File: config.mk
export PLATFORM = sky130hd
export DESIGN_NAME = led_arbiter_flat
export DESIGN_NICKNAME = d
export VERILOG_FILES = /design/src/rtl/led_arb_pkg.sv /design/src/rtl/led_arbiter_if.sv /design/src/rtl/led_blink_gen.sv /design/src/rtl/led_arbiter.sv /design/src/flat_wrapper.sv
export SDC_FILE = /design/constraint.sdc
export NUM_CORES = 1
export LEC_CHECK = 0
export BUFFER_PORTS_ARGS = -buffer_cell sky130_fd_sc_hd__buf_2
export CAP_MARGIN = 20
export CORE_MARGIN = 2
export CORE_UTILIZATION = 60
export CTS_CLUSTER_DIAMETER = 100
export CTS_CLUSTER_SIZE = 40
export DETAILED_ROUTE_END_ITERATION = 8
export HOLD_SLACK_MARGIN = 0.15
export PLACE_DENSITY = 0.83
export SKIP_LAST_GASP = 1
export SLEW_MARGIN = 5
export SYNTH_ARGS = -nofsm -noshare
export SYNTH_HDL_FRONTEND = slang
export SYNTH_SLANG_ARGS = --single-unit
File: constraint.sdc
create_clock -name clk_125mhz -period 3.7 [get_ports clk_125mhz]
set_clock_uncertainty 0.05 [all_clocks]
set_input_delay 0 -clock clk_125mhz [delete_from_list [all_inputs] [get_ports clk_125mhz]]
set_output_delay 0 -clock clk_125mhz [all_outputs]
set_load 0.01 [all_outputs]
File: src/rtl/led_arb_pkg.sv
// rtl/led_arb_pkg.sv - pattern codes, FSM states and pattern decode for led_arbiter.
// The state set includes ST_GAP only when LED_ARB_GAP_EN is defined.
package led_arb_pkg;

  typedef enum logic [1:0] {
    PAT_OFF   = 2'b00,
    PAT_SOLID = 2'b01,
    PAT_SLOW  = 2'b10,
    PAT_FAST  = 2'b11
  } pattern_t;

`ifdef LED_ARB_GAP_EN
  typedef enum logic [1:0] {ST_IDLE, ST_GRANT, ST_GAP} state_t;
`else
  typedef enum logic {ST_IDLE, ST_GRANT} state_t;
`endif

  function automatic logic pattern_lit(pattern_t pat, logic phase);
    case (pat)
      PAT_OFF:   return 1'b0;
      PAT_SOLID: return 1'b1;
      default:   return phase;
    endcase
  endfunction

endpackage

File: src/rtl/led_arbiter_if.sv
// rtl/led_arbiter_if.sv - request/pattern bus and LED ownership outputs of led_arbiter.
interface led_arbiter_if #(
  parameter int N_REQ = 4
);
  logic [N_REQ-1:0]   req;
  logic [2*N_REQ-1:0] pattern;
  logic [N_REQ-1:0]   grant;
  logic               led;
  logic               busy;

  modport master (output req, pattern, input grant, led, busy);
  modport slave  (input req, pattern, output grant, led, busy);
endinterface

File: src/rtl/led_blink_gen.sv
// rtl/led_blink_gen.sv - latches the owner's pattern and produces the registered lit flag.
module led_blink_gen
  import led_arb_pkg::*;
#(
  parameter int SLOW_HALF = 62_500_000,
  parameter int FAST_HALF = 12_500_000
) (
  input  logic     clk_125mhz,
  input  logic     reset_n,
  input  logic     restart,
  input  logic     enable,
  input  pattern_t pattern,
  output logic     on
);
  localparam int MAX_HALF = (SLOW_HALF > FAST_HALF) ? SLOW_HALF : FAST_HALF;
  localparam int CNT_W    = (MAX_HALF > 1) ? $clog2(MAX_HALF) : 1;

  pattern_t         pat_q;
  logic             phase;
  logic [CNT_W-1:0] cnt;
  logic [CNT_W-1:0] term;
  logic             blinking;

  assign term     = (pat_q == PAT_FAST) ? CNT_W'(FAST_HALF - 1) : CNT_W'(SLOW_HALF - 1);
  assign blinking = (pat_q == PAT_SLOW) || (pat_q == PAT_FAST);

  // `on` is computed one step ahead so it is valid on the same edge the grant starts.
  always_ff @(posedge clk_125mhz or negedge reset_n) begin
    if (!reset_n) begin
      pat_q <= PAT_OFF;
      phase <= 1'b0;
      cnt   <= '0;
      on    <= 1'b0;
    end else if (restart) begin
      pat_q <= pattern;
      phase <= 1'b1;
      cnt   <= '0;
      on    <= pattern_lit(pattern, 1'b1);
    end else if (!enable) begin
      phase <= 1'b0;
      cnt   <= '0;
      on    <= 1'b0;
    end else if (blinking) begin
      if (cnt == term) begin
        cnt   <= '0;
        phase <= ~phase;
        on    <= pattern_lit(pat_q, ~phase);
      end else begin
        cnt <= cnt + 1'b1;
      end
    end
  end

endmodule

File: src/rtl/led_arbiter.sv
// rtl/led_arbiter.sv - round-robin owner arbitration of one active-low status LED.
// Define LED_ARB_GAP_EN to insert a dark GAP_CYCLES gap between grants.
module led_arbiter
  import led_arb_pkg::*;
#(
  parameter int N_REQ       = 4,
  parameter int SLOW_HALF   = 62_500_000,
  parameter int FAST_HALF   = 12_500_000,
  parameter int SLOT_CYCLES = 250_000_000,
  parameter int GAP_CYCLES  = 25_000_000
) (
  input logic         clk_125mhz,
  input logic         reset_n,
  led_arbiter_if.slave bus
);
  localparam int PTR_W  = (N_REQ > 1) ? $clog2(N_REQ) : 1;
  localparam int SLOT_W = (SLOT_CYCLES > 1) ? $clog2(SLOT_CYCLES) : 1;

  state_t            state;
  logic [PTR_W-1:0]  ptr;
  logic [PTR_W-1:0]  owner;
  logic [PTR_W-1:0]  win_idx;
  logic [PTR_W-1:0]  ptr_next;
  logic [N_REQ-1:0]  grant_q;
  logic              busy_q;
  logic [SLOT_W-1:0] slot_cnt;
  logic              slot_done;
  logic              found;
  logic              drop_grant;
  logic              take_grant;
  logic              blink_on;
  pattern_t          win_pattern;

`ifdef LED_ARB_GAP_EN
  localparam int GAP_W = (GAP_CYCLES > 1) ? $clog2(GAP_CYCLES) : 1;
  logic [GAP_W-1:0] gap_cnt;
  logic             gap_done;
  assign gap_done = (gap_cnt == GAP_W'(GAP_CYCLES - 1));
`endif

  always_comb begin
    found   = 1'b0;
    win_idx = '0;
    for (int k = 0; k < N_REQ; k++) begin
      if (!found && bus.req[(int'(ptr) + k) % N_REQ]) begin
        found   = 1'b1;
        win_idx = PTR_W'((int'(ptr) + k) % N_REQ);
      end
    end
  end

  assign ptr_next    = (win_idx == PTR_W'(N_REQ - 1)) ? '0 : win_idx + 1'b1;
  assign win_pattern = pattern_t'(bus.pattern[2*int'(win_idx) +: 2]);
  assign slot_done   = (slot_cnt == SLOT_W'(SLOT_CYCLES - 1));
  // A dropped owner request always releases, even when the slot also expires.
  assign drop_grant  = (state == ST_GRANT) &&
                       (!bus.req[owner] || (slot_done && |(bus.req & ~grant_q)));

  always_comb begin
    take_grant = 1'b0;
    case (state)
      ST_IDLE:  take_grant = found;
`ifdef LED_ARB_GAP_EN
      ST_GAP:   take_grant = found && gap_done;
`else
      ST_GRANT: take_grant = found && drop_grant;
`endif
      default:  take_grant = 1'b0;
    endcase
  end

  always_ff @(posedge clk_125mhz or negedge reset_n) begin
    if (!reset_n) begin
      state    <= ST_IDLE;
      ptr      <= '0;
      owner    <= '0;
      grant_q  <= '0;
      busy_q   <= 1'b0;
      slot_cnt <= '0;
`ifdef LED_ARB_GAP_EN
      gap_cnt  <= '0;
`endif
    end else if (take_grant) begin
      state    <= ST_GRANT;
      owner    <= win_idx;
      ptr      <= ptr_next;
      grant_q  <= N_REQ'(1) << win_idx;
      busy_q   <= 1'b1;
      slot_cnt <= '0;
`ifdef LED_ARB_GAP_EN
      gap_cnt  <= '0;
`endif
    end else begin
      case (state)
        ST_GRANT: begin
          if (drop_grant) begin
            grant_q  <= '0;
            slot_cnt <= '0;
`ifdef LED_ARB_GAP_EN
            state    <= ST_GAP;
`else
            state    <= ST_IDLE;
            busy_q   <= 1'b0;
`endif
          end else begin
            slot_cnt <= slot_done ? '0 : slot_cnt + 1'b1;
          end
        end
`ifdef LED_ARB_GAP_EN
        ST_GAP: begin
          if (gap_done) begin
            state   <= ST_IDLE;
            busy_q  <= 1'b0;
            gap_cnt <= '0;
          end else begin
            gap_cnt <= gap_cnt + 1'b1;
          end
        end
`endif
        default: ;
      endcase
    end
  end

  led_blink_gen #(
    .SLOW_HALF (SLOW_HALF),
    .FAST_HALF (FAST_HALF)
  ) u_blink (
    .clk_125mhz (clk_125mhz),
    .reset_n    (reset_n),
    .restart    (take_grant),
    .enable     ((state == ST_GRANT) && !drop_grant),
    .pattern    (win_pattern),
    .on         (blink_on)
  );

  assign bus.grant = grant_q;
  assign bus.busy  = busy_q;
  assign bus.led   = ~blink_on;

endmodule

File: src/flat_wrapper.sv
// flat-port wrapper written by rule: the top's interface ports become plain ports
module led_arbiter_flat import led_arb_pkg::*;
#(
  parameter int N_REQ       = 4,
  parameter int SLOW_HALF   = 62_500_000,
  parameter int FAST_HALF   = 12_500_000,
  parameter int SLOT_CYCLES = 250_000_000,
  parameter int GAP_CYCLES  = 25_000_000
)
  (clk_125mhz, reset_n, bus_req, bus_pattern, bus_grant, bus_led, bus_busy);
  led_arbiter_if #(.N_REQ(N_REQ)) bus_i ();
  input logic clk_125mhz;
  input logic reset_n;
  input wire logic [$bits(bus_i.req)-1:0] bus_req;
  input wire logic [$bits(bus_i.pattern)-1:0] bus_pattern;
  output wire logic [$bits(bus_i.grant)-1:0] bus_grant;
  output wire logic [$bits(bus_i.led)-1:0] bus_led;
  output wire logic [$bits(bus_i.busy)-1:0] bus_busy;
  assign bus_i.req = bus_req;
  assign bus_i.pattern = bus_pattern;
  assign bus_grant = bus_i.grant;
  assign bus_led = bus_i.led;
  assign bus_busy = bus_i.busy;
  led_arbiter #(.N_REQ(N_REQ), .SLOW_HALF(SLOW_HALF), .FAST_HALF(FAST_HALF), .SLOT_CYCLES(SLOT_CYCLES), .GAP_CYCLES(GAP_CYCLES)) u_core (.clk_125mhz(clk_125mhz), .reset_n(reset_n), .bus(bus_i));
endmodule
Word level (Yosys, flattened, before mapping). Cells that the tools add are included.

Add/subtract/negate cells: 6. Order comparisons: 5. Eq/ne operators: 8. Shifts and indexed selects: 2. Muxes and demuxes: 51. Bitwise operators: 8. Reduce and logical (&&, ||, !) cells: 24.

Operators by type and width (number): $mux 26 (5); $mux 28 (4); $add 28x1->28 const B (1); $eq 28x28->1 const B (1); $mux 1 (27); $add 26x1->26 const B (1); $eq 26x26->1 (1); $lt 3x4->1 const B (3); $mux 4 (3); $bmux 1 s2 (5); $mux 2 (5); $shiftx 8x4->2 (1); $logic_and 1x1->1 (7); $eq 2x2->1 const B (3); $lt 2x3->1 const B (2); $ne 3x1->1 const B (2); $reduce_or 2->1 (3); $logic_not 1->1 (5); $add 2x1->2 const B (2); $add 2x2->2 const B (2); $and 4x4->4 (1); $logic_not 2->1 (2); $not 4->4 (1); $pmux 1 s2 (2); other kinds (8) (15).

Register bits: 68. Input port bits: 14.

Longest topological paths before layout.
Word-level depth: 18. Depth in mapped cells: 10. Depth with buffers taken out: 7.

By module. A second synthesis with hierarchy kept.

Cell total of the unflattened synthesis: 411. Area total of the unflattened synthesis: 4105.2 um^2.

Modules (own cells, without submodules): led_arbiter (instances 1, cells an instance 245, area each 2341.0 um^2, sequential area each 950.9 um^2); led_blink_gen (instances 1, cells an instance 166, area each 1764.2 um^2, sequential area each 750.7 um^2).

Worst setup path before layout. Ideal clock, no wire load.

Kind: flip-flop to flip-flop. Start point: reg u_core.slot_cnt[16]. End point: reg u_core.u_blink.cnt[18]. Setup time: 120 ps. Data arrival time: 2549 ps. Data required time: 3530 ps. Path slack: 981 ps. Stages on the path, launching flop included: 9. Period minus slack after synthesis: 2719 ps. Path through: dfrtp_1 -> or4b_1 -> or4b_4 -> o31a_1 -> buf_6 -> buf_6 -> nor4_1 -> xnor2_1 -> nor2_2.

Word-level cells in the longest chain between the ends: 8. Elaborated cells between the ends (all ways): 11. Classes of those cells: eq/ne (2); mux (3); reduce/logical (6).

RTL lines: from (decl) (line led_arbiter.sv:26) `logic [SLOT_W-1:0] slot_cnt;`; from (signal assigned) (line led_arbiter.sv:106) `slot_cnt <= slot_done ? '0 : slot_cnt + 1'b1;`; $eq 28x28->1 (*) (line led_arbiter.sv:54) `assign slot_done = (slot_cnt == SLOT_W'(SLOT_CYCLES - 1));`; $logic_and 1x1->1 (*) (line led_arbiter.sv:57) `(!bus.req[owner] || (slot_done && |(bus.req & ~grant_q)));`; $logic_or 1x1->1 (*) (line led_arbiter.sv:57); $logic_and 1x1->1 (*) (line led_arbiter.sv:56) `assign drop_grant = (state == ST_GRANT) &&`; parallel branches: the longest is 4 deep, another holds $ne 3x1->1; to (signal assigned) (line led_blink_gen.sv:49) `cnt <= cnt + 1'b1;`; to (decl) (line led_blink_gen.sv:20) `logic [CNT_W-1:0] cnt;`.

Every way passes the cells marked *. A chain may end at the register's enable or synchronous reset.

Worst setup path in the final report.
Start point: reg u_core.slot_cnt[16]. End point: reg u_core.u_blink.pat_q[1].

Word-level cells in the longest chain between the ends: 6.

RTL lines: $eq 28x28->1 (line led_arbiter.sv:54); $logic_and 1x1->1 (line led_arbiter.sv:57); $logic_or 1x1->1 (line led_arbiter.sv:57); $logic_and 1x1->1 (line led_arbiter.sv:56); $logic_and 1x1->1 (line led_arbiter.sv:66) `ST_GRANT: take_grant = found && drop_grant;`; $pmux 1 s2 (line led_arbiter.sv:61) `case (state)`; to (signal assigned) (line led_blink_gen.sv:35) `pat_q <= pattern;`; to (decl) (line led_blink_gen.sv:18) `pattern_t pat_q;`.

Every way passes these cells.

==> results.ini <==
[outcome]
status=complete, no violations

[timing]
tightest_slew_ns=0.770
fmax_mhz=298
setup_violations=0
min_period_ns=3.35
hold_violations=0
hold_slack_ns=0.217
worst_slack_ns=0.348
slew_violations=0
setup_tns_ns=0
slew_headroom=0.486
rsz0062_at_grt=false
final.period_utilization=0.906

[placed_design]
portBuffers=19
place_ws_ns=0.679
gp_congestion=0.829
dp_hpwl_um=5990
placed_cell_area_um2=4000

[route]
dr.pass1.iters=5
drc=0
postRouteAntennaNets=0
vias=3386
wire_per_inst_um=16.8
drtIter0Drc=201
viasPerCell=6.25
routed_wl_um=9120

[floorplan]
pin_count=20
initial_core_util=0.614
core_um2=6280
dieHeight_um=84.1
dieArea_um2=7080
dieWidth_um=84.1
fp-row-count=29

[synth]
synth_compound_area_frac=0.140
synthXorXnorAreaFrac=0.0659
synth_top_family_by_area=simple AND/OR/NAND/NOR gates
avgSynthCellArea_um2=9.00
seq_area_frac_synth=0.442
syn_nets=448
ys.flop_type=dfrtp_1
async_flop_share=1.00
synth_cell_types=57
synth_warnings=0
synthSimpleGateAreaFrac=0.287
synthAdderAreaFrac=0.0195
synth_area_um2=3850
synth_edf_count=0
synth_seq_cells=68
synthMuxAreaShare=0.0201
syn_inst=428

[power]
power_density_nw_per_um2=527
p_sw_frac=0.358
ir_drop_uv=425
seqPwrFrac=0.399
p_int_mw=1.47
power.share.clock=0.275
switchingPower_mw=0.818
leakagePower_nw=1.75
p_comb_frac=0.326

[cts]
cts_setup_buffers=0
numCtsBuffers=9
cts_tree=yes
cts_buffer_depth=2
cts_resized=0
clockRootBuffer=clkbuf_8
cts_max_level=3
ctsHoldBuffers=13
clkSinkCount=68
path_clk_slew_ns=0.08
clkLatencyLatePin_ns=0.34

[worst_setup_path]
path_class=reg -> reg
cp_slowest_cell=or4b_4
critPathBufInv=1
crit_chain=or4b_1, or4b_4, nor3_1, o21a_1, nor2_1, a31o_2, dlygate4sd3_1
worstPathArrival_ns=3.53
crit_path_max_incr_delay_ns=0.58
cp-end-kind=flip-flop
cpLargestDelayFamily=simple AND/OR/NAND/NOR gates
critPathMaxFanout=13
startpoint_type=flip-flop
critPathRequiredTime_ns=3.88

[layout]
area_delta_synth_final_pct=12.5
fill_cells=469
layout.nets=480
final_common_cell=dfrtp_1
fin_util=0.691
final_cell_mix=dfrtp_1, nand2_1, o21ai_0, nor2_1, nand3_1
antenna_cells=0
design_area_um2=4340
drive_gt1_frac=0.123

[global_route]
first_global_vias=3289
grt_overflow=0
grt_usage=0.274
grt_pass1_wl_um=15700
antenna_found_initial=0
grt_max_degree=36

[min_path]
min_path_type=in -> async

[flow_run]
drv_cap=0

-- power groups by stage --
stage | logic, mW | clock network [mW] | registers, mW
final | 0.744 | 0.629 | 0.913
after global routing | 0.815 | 0.676 | 0.923
after CTS | 0.721 | 0.632 | 0.909
after detailed placement | 0.667 | 0 | 0.923
after global placement | 0.640 | 0 | 0.917
after floorplan | 0.531 | 0 | 0.902
-- flip-flops by register name (all words and copies together) (netlist names) --
register / cells
u_core.u_blink.on: 1
u_core.u_blink.cnt: 26
u_core.u_blink.pat_q: 2
u_core.ptr: 2
u_core.owner: 2
u_core.u_blink.phase: 1
u_core.bus.busy: 1
u_core.bus.grant: 4
u_core.state: 1
u_core.slot_cnt: 28
-- worst reg2reg max path: cells and delay by family, from the launching register on --
kind                   cells  cell delay, ns
and+or+nand+nor            4            1.51
buffers and inverters      1            0.55
AOI/OAI and AO/OA          2            0.69
DFF                        1            0.44
-- through the flow --
stage	power (mW)	std cells
after CTS	2.26	542
after floorplan	1.43	428
final	2.29	542
after detailed placement	1.59	513
after global routing	2.41	542
after global placement	1.56	513
-- Yosys cell counts (9+ instances only) --
master / number / area, um^2
nor3_1: 11 / 55.1
nand2b_1: 9 / 56.3
nor2_1: 37 / 139
a21oi_1: 17 / 85.1
o21ai_0: 40 / 200
dfrtp_1: 68 / 1700
and3_1: 12 / 75.1
xnor2_1: 22 / 193
nand2_1: 55 / 206
nor4b_1: 9 / 78.8
nand4_1: 9 / 56.3
clkbuf_1: 10 / 37.5
nand3_1: 27 / 135
-- routing by layer --
layer,global-route usage,part of all wire,vias up
li1,-,-,1605
met2,0.447,0.50,98
met5,0,0,-
met3,0.0580,0.049,20
met4,0.109,0.020,0
met1,0.362,0.43,1663
-- final cells by class --
class                      count  area [um^2]  share of cell area
clock buffer                  12          155              0.0358
clock inverter                 4         47.5              0.0110
inverter                       6         22.5             0.00519
multi-input combinational    339         2060               0.475
sequential                    68         1700               0.392
tap                           77         96.3              0.0222
timing repair buffer          36          255              0.0589
-- final timing paths --
kind	from	to	slack, ns	depth (start not counted)
max in group asynchronous	reset_n	u_core.slot_cnt[5]	2.43	3
min in group clk_125mhz	bus_req[2]	u_core.ptr[0]	0.22	5
worst max register to register	u_core.slot_cnt[16]	u_core.u_blink.pat_q[1]	0.35	7
worst min-delay path	reset_n	u_core.slot_cnt[13]	0.22	2
worst min register to register	u_core.bus.busy	u_core.bus.busy	0.45	1
worst max-delay path	u_core.slot_cnt[16]	u_core.u_blink.pat_q[1]	0.35	7
-- kinds of logic (layout without fill, tap and decap cells) --
family	count (synthesis)	after routing
simple gates	210	210
compound gates	88	88
flops	68	68
xor+xnor	29	29
buf+inv	21	58
fa+ha+maj	6	6
mux	6	6
Note: power is estimated with default switching activity, not from simulation.
